==> src/rtl/video_palette.sv <==
// Palette lookup with a two-stage pixel pipeline and a reset-time grey-ramp fill.
// The host writes and reads entries back through the waddr port.
module video_palette #(
    parameter int IDXW = 4,
    parameter int CHW  = 6
) (
    input  logic              clock,
    input  logic              power,
    input  logic              ce_pix,
    input  logic              pixel,
    input  logic              blank,
    input  logic [IDXW-1:0]   color,
    input  logic              hsync,
    input  logic              vsync,
    input  logic              mono,
    input  logic              wr,
    input  logic [IDXW-1:0]   waddr,
    input  logic [3*CHW-1:0]  wdata,
    input  logic              rd,
    output logic [3*CHW-1:0]  rdata,
    output logic [3*CHW-1:0]  rgb,
    output logic              hsync_o,
    output logic              vsync_o,
    output logic              ce_pix_o,
    output logic              busy
);

    localparam int DEPTH = 1 << IDXW;
    localparam int W     = 3 * CHW;

    typedef enum logic {INIT, RUN} state_t;

    state_t          state_q, state_d;
    logic [IDXW-1:0] cnt_q, cnt_d;
    logic [CHW-1:0]  grey;
    logic [W-1:0]    pal [DEPTH];

    logic            s1_pix, s1_blank, s1_mono, s1_busy;
    logic            s1_hs, s1_vs, s1_ce;
    logic [W-1:0]    s1_ent;
    logic [CHW-1:0]  s1_green;
    logic            black;

    assign busy = (state_q == INIT);

    // Counter bits repeated MSB-first, truncated to the channel width.
    always_comb begin
        grey = '0;
        for (int b = 0; b < CHW; b++) begin
            grey[CHW-1-b] = cnt_q[IDXW-1-(b % IDXW)];
        end
    end

    always_comb begin
        state_d = state_q;
        cnt_d   = cnt_q;
        unique case (state_q)
            INIT: begin
                cnt_d = cnt_q + 1'b1;
                if (cnt_q == {IDXW{1'b1}}) begin
                    state_d = RUN;
                end
            end
            RUN: begin
                cnt_d = cnt_q;
            end
            default: begin
                state_d = INIT;
                cnt_d   = '0;
            end
        endcase
    end

    always_ff @(posedge clock or negedge power) begin
        if (!power) begin
            state_q <= INIT;
            cnt_q   <= '0;
        end else begin
            state_q <= state_d;
            cnt_q   <= cnt_d;
        end
    end

    always_ff @(posedge clock) begin
        if (busy) begin
            pal[cnt_q] <= {grey, grey, grey};
        end else if (wr) begin
            pal[waddr] <= wdata;
        end
    end

    // Lookups sample the array at the edge, so a same-edge write is not seen.
    always_ff @(posedge clock or negedge power) begin
        if (!power) begin
            s1_pix   <= 1'b0;
            s1_blank <= 1'b0;
            s1_mono  <= 1'b0;
            s1_busy  <= 1'b0;
            s1_hs    <= 1'b0;
            s1_vs    <= 1'b0;
            s1_ce    <= 1'b0;
            s1_ent   <= '0;
            rdata    <= '0;
        end else begin
            s1_pix   <= pixel;
            s1_blank <= blank;
            s1_mono  <= mono;
            s1_busy  <= busy;
            s1_hs    <= hsync;
            s1_vs    <= vsync;
            s1_ce    <= ce_pix;
            s1_ent   <= pal[color];
            if (!busy && rd) begin
                rdata <= pal[waddr];
            end
        end
    end

    assign s1_green = s1_ent[2*CHW-1:CHW];
    assign black    = busy | s1_busy | ~s1_pix | s1_blank;

    always_ff @(posedge clock or negedge power) begin
        if (!power) begin
            rgb      <= '0;
            hsync_o  <= 1'b0;
            vsync_o  <= 1'b0;
            ce_pix_o <= 1'b0;
        end else begin
            hsync_o  <= s1_hs;
            vsync_o  <= s1_vs;
            ce_pix_o <= s1_ce;
            if (black) begin
                rgb <= '0;
            end else if (s1_mono) begin
                rgb <= {s1_green, s1_green, s1_green};
            end else begin
                rgb <= s1_ent;
            end
        end
    end

endmodule

==> config.mk <==
export PLATFORM = sky130hd
export DESIGN_NAME = video_palette
export DESIGN_NICKNAME = d
export VERILOG_FILES = /design/src/rtl/video_palette.sv
export SDC_FILE = /design/constraint.sdc
export NUM_CORES = 1
export LEC_CHECK = 0
export BUFFER_PORTS_ARGS = -buffer_cell sky130_fd_sc_hd__buf_2
export CORE_UTILIZATION = 28
export CTS_BUF_LIST = sky130_fd_sc_hd__clkbuf_8
export DETAILED_ROUTE_END_ITERATION = 6
export GPL_TIMING_DRIVEN = 1
export PLACE_DENSITY = 0.53
export SETUP_SLACK_MARGIN = 0.1
export SKIP_CTS_REPAIR_TIMING = 1
export SLEW_MARGIN = 0
export SYNTH_ARGS = -nofsm -noshare
export SYNTH_HDL_FRONTEND = slang
export SYNTH_SLANG_ARGS = --single-unit
==> constraint.sdc <==
create_clock -name clock -period 2.32 [get_ports clock]
set_input_delay 0.232 -clock clock [delete_from_list [all_inputs] [get_ports clock]]
set_output_delay 0.232 -clock clock [all_outputs]
set_load 0.02 [all_outputs]
==> summary.txt <==
Placed design
  – Dpl cell area: 17,600 sq um
  – Placed cell count: 1,762
  – Routability cong.: 0.775
  – DP HPWL: 29,800 um
  – Port Buffers: 75

Setup path
  – CP Launch Point: state_q$_DFF_PN0_
  – R2R setup slack: 0.32 ns
  – Top Family by Delay on Critical Path: simple AND/OR/NAND/NOR gates
  – Critical Path, Cell by Cell: and2_1, buf_4, a31oi_1, nor2_2, buf_12
  – Crit path max fanout: 18
  – CP peak stage delay: 0.43 ns
  – CP Class: register to register
  – CP Launch Type: register
  – Crit path max-delay cell type: dfrtp_1
  – Worst r2r dst: pal[3][8]$_DFFE_PP_
  – Reg2reg path depth: 5
  – Arr. time, crit path: 2.27 ns
  – Levels on crit path: 5
  – WP data required: 2.59 ns
  – Worst setup EP type: register
  – Worst Setup EP: pal[3][8]$_DFFE_PP_
  – Critical R2R Launch: state_q$_DFF_PN0_
  – CP bufs+invs: 2

Synthesis
  – Post-Syn Area: 15,900 sq um
  – Synth Net Count: 979
  – Sequential share of the synthesized area: 65.3%
  – Mean post-synth cell area: 16.9 sq um
  – Syn Inst Count: 942
  – Ys Warns: 0
  – Yosys reg bits: 357
  – Cell variety after synth: 36

Final layout
  – Final Non-Filler Cells: 1,891
  – Synth-to-layout area growth: 19.2%
  – Layout cell share with drive strength beyond 1: 26.8%
  – Post-route cell area: 18,900 sq um
  – Fin nets: 1,126

Power and ir drop
  – Flop pwr share: 50.6%
  – Comb power frac: 8.3%
  – Power density cells: 748 nW/um^2
  – Pleak: 7.32 nW
  – Switching portion of total power: 24.7%
  – Max VDD drop: 306 uV
  – Clock share of power: 41.1%
  – P_sw: 3.51 mW
  – Int Power: 10.7 mW

Global routing
  – Gr usage total: 16.5%
  – Vias in the first global route: 9,722
  – Initial antenna violation count: 1
  – Global-route wire length before repair: 67,300 um
  – Largest net degree at the start of global routing: 49
  – Total grt overflow: 0

Timing
  – Setup-failing EPs final: 0
  – Hold_ws: 0.136 ns
  – Clk_skew: 0.0350 ns
  – Final min period: 2.00 ns
  – Unrepaired setup endpoints after global routing: no
  – Least-Margin Pin Slew: 0.752 ns
  – Post-route setup TNS: 0 ns
  – Fin. Hold Viols: 0
  – Period utilization: 86.1%
  – Slew HR: 49.9%
  – Pins Over Slew Limit: 0
  – Fmax: 501 MHz

Routing
  – Total iterations of the first detailed-routing run: 7
  – DRC viols: 0
  – DR vias: 9,422
  – Detail Route Antenna Nets: 0
  – Initial DRC Count: 719
  – WL final: 46,900 um
  – DR WL/cell: 24.8 um
  – Vias per Instance: 4.98

Floorplanning
  – DIE WIDTH: 240 um
  – Die Height: 240 um
  – CORE AREA: 55,600 sq um
  – Die area: 57,700 sq um
  – Initial Utilization: 28.6%
  – Core Rows: 86
  – IO Count: 76

Run
  – Max Cap Viol: 0

CTS
  – CTS tree: yes
  – Num CTS Buffers: 66
  – Clock buffer depth: 3
  – Clk root buf: clkbuf_8
  – Reg clk slew, reported paths: 0.05 ns
  – Htree depth: 3
  – CTS sink count: 357
  – Skew-Pair Late Insertion Delay: 0.63 ns

Worst hold path
  – Hold Path Class: input pin to async pin

Outcome
  – Status: finished, final reports clean
==> worst min-delay path by stage <==
stage	from	to	slack (ns)
after global routing	power	s1_ent[6]$_DFF_PN0_	0.16
after CTS	power	rdata[9]$_DFFE_PN0P_	-0.44
after detailed placement	power	vsync_o$_DFF_PN0_	0.24
after global placement	power	rdata[8]$_DFFE_PN0P_	0.24
after floorplan	power	ce_pix_o$_DFF_PN0_	-0.06
final	power	s1_ent[6]$_DFF_PN0_	0.14
==> power groups by stage <==
| stage | Sequential, mW | Combinational (mW) | Clock [mW] |
|---|---|---|---|
| 6_report | 7.18 | 1.18 | 5.82 |
| 5_1_grt | 7.19 | 1.26 | 6.27 |
| 4_1_cts | 7.18 | 1.19 | 5.99 |
| 3_5_place_dp | 7.31 | 1.18 | 0 |
| 3_3_place_gp | 7.31 | 1.18 | 0 |
| 2_1_floorplan | 7.33 | 0.647 | 0 |
==> metrics by stage <==
step	worst slack (ns)	util [%]	power, mW
after floorplan	0.0291	-	7.97
after global placement	0.336	31.6	8.48
after detailed placement	0.301	31.6	8.49
after CTS	0.320	33.9	14.4
after global routing	0.174	34.1	14.7
final	0.322	34.1	14.2
==> layer usage <==
layer / up-vias / wire (um) / track usage [%]
met5: - / 0 / 0
met4: 0 / 1480 / 7.03
met3: 93 / 2340 / 3.38
met2: 289 / 22900 / 26.9
met1: 4935 / 20200 / 21.3
li1: 4105 / - / -
==> cells by family (layout without fill, tap and decap cells) <==
family                     count (synthesis)  count (layout)  share of synthesized area, %
AOI/OAI and AO/OA                         86              86                          3.82
buffers and inverters                     70             270                          2.34
DFF                                      357             357                          65.3
and+or+nand+nor                          190             190                          5.67
adders and majority gates                  1               1                        0.0787
other                                      0               1                             0
xor gates and xnor gates                   3               3                         0.165
muxes                                    235             235                          22.7
==> cell type report <==
class | instances | area, sq um
flip-flops and latches | 357 | 10400
well taps | 748 | 936
clock buffers | 73 | 1000
repair buffers | 146 | 1140
diodes | 1 | 2.50
clock inverters | 48 | 264
inverters | 3 | 11.3
multi-input cells | 515 | 5210
fillers | 5356 | 36700
==> state kept, by name, indices dropped and copies added (netlist names) <==
name and flops:
pal 288, rdata 18, rgb 18, s1_ent 18, cnt_q 4, ce_pix_o 1, hsync_o 1, s1_blank 1
s1_busy 1, s1_ce 1, s1_hs 1, s1_mono 1, s1_pix 1, s1_vs 1, state_q 1, vsync_o 1
==> cell usage in the layout (no fill, tap or decap), types with 19 or more instances in the layout <==
cell type	Yosys	final
a22oi_1	54	54
buf_2	26	72
buf_4	4	50
clkbuf_8	0	74
dfrtp_1	69	69
edfxtp_1	288	288
inv_1	2	19
mux2i_1	144	144
mux4_1	32	32
mux4_2	57	57
nand2_1	78	78
nand3_1	38	38
nand4_1	19	19
==> cell usage after synthesis (all sizes together) <==
cell type    number  area share (%)
edfxtp          288              54
mux2i           144             9.1
mux4             90              14
nand2            78             1.8
dfrtp            69              11
a22oi            54             2.6
buf              39             1.6
nand3            38             1.2
clkbuf           27            0.66
nor2             21            0.50
nand4            19            0.75
a21oi            13            0.41
a21o             12            0.57
nand2b           12            0.47
and2             10            0.39
a31oi             6            0.24
inv               3           0.071
nor2b             3            0.12
nor3b             3            0.14
xnor2             3            0.17
and3              2           0.079
nor3              2           0.063
a32oi             1           0.055
dlygate4sd1       1           0.055
ha                1           0.079
mux2              1           0.071
nor4b             1           0.055
or4b              1           0.063
==> worst register-to-register path, cell delays in order (launching register included) <==
cell     delay, ns
dfrtp_1       0.43
and2_1        0.33
buf_4         0.23
a31oi_1       0.21
nor2_2        0.23
buf_12        0.25
Power figures use the tool's default switching activity.
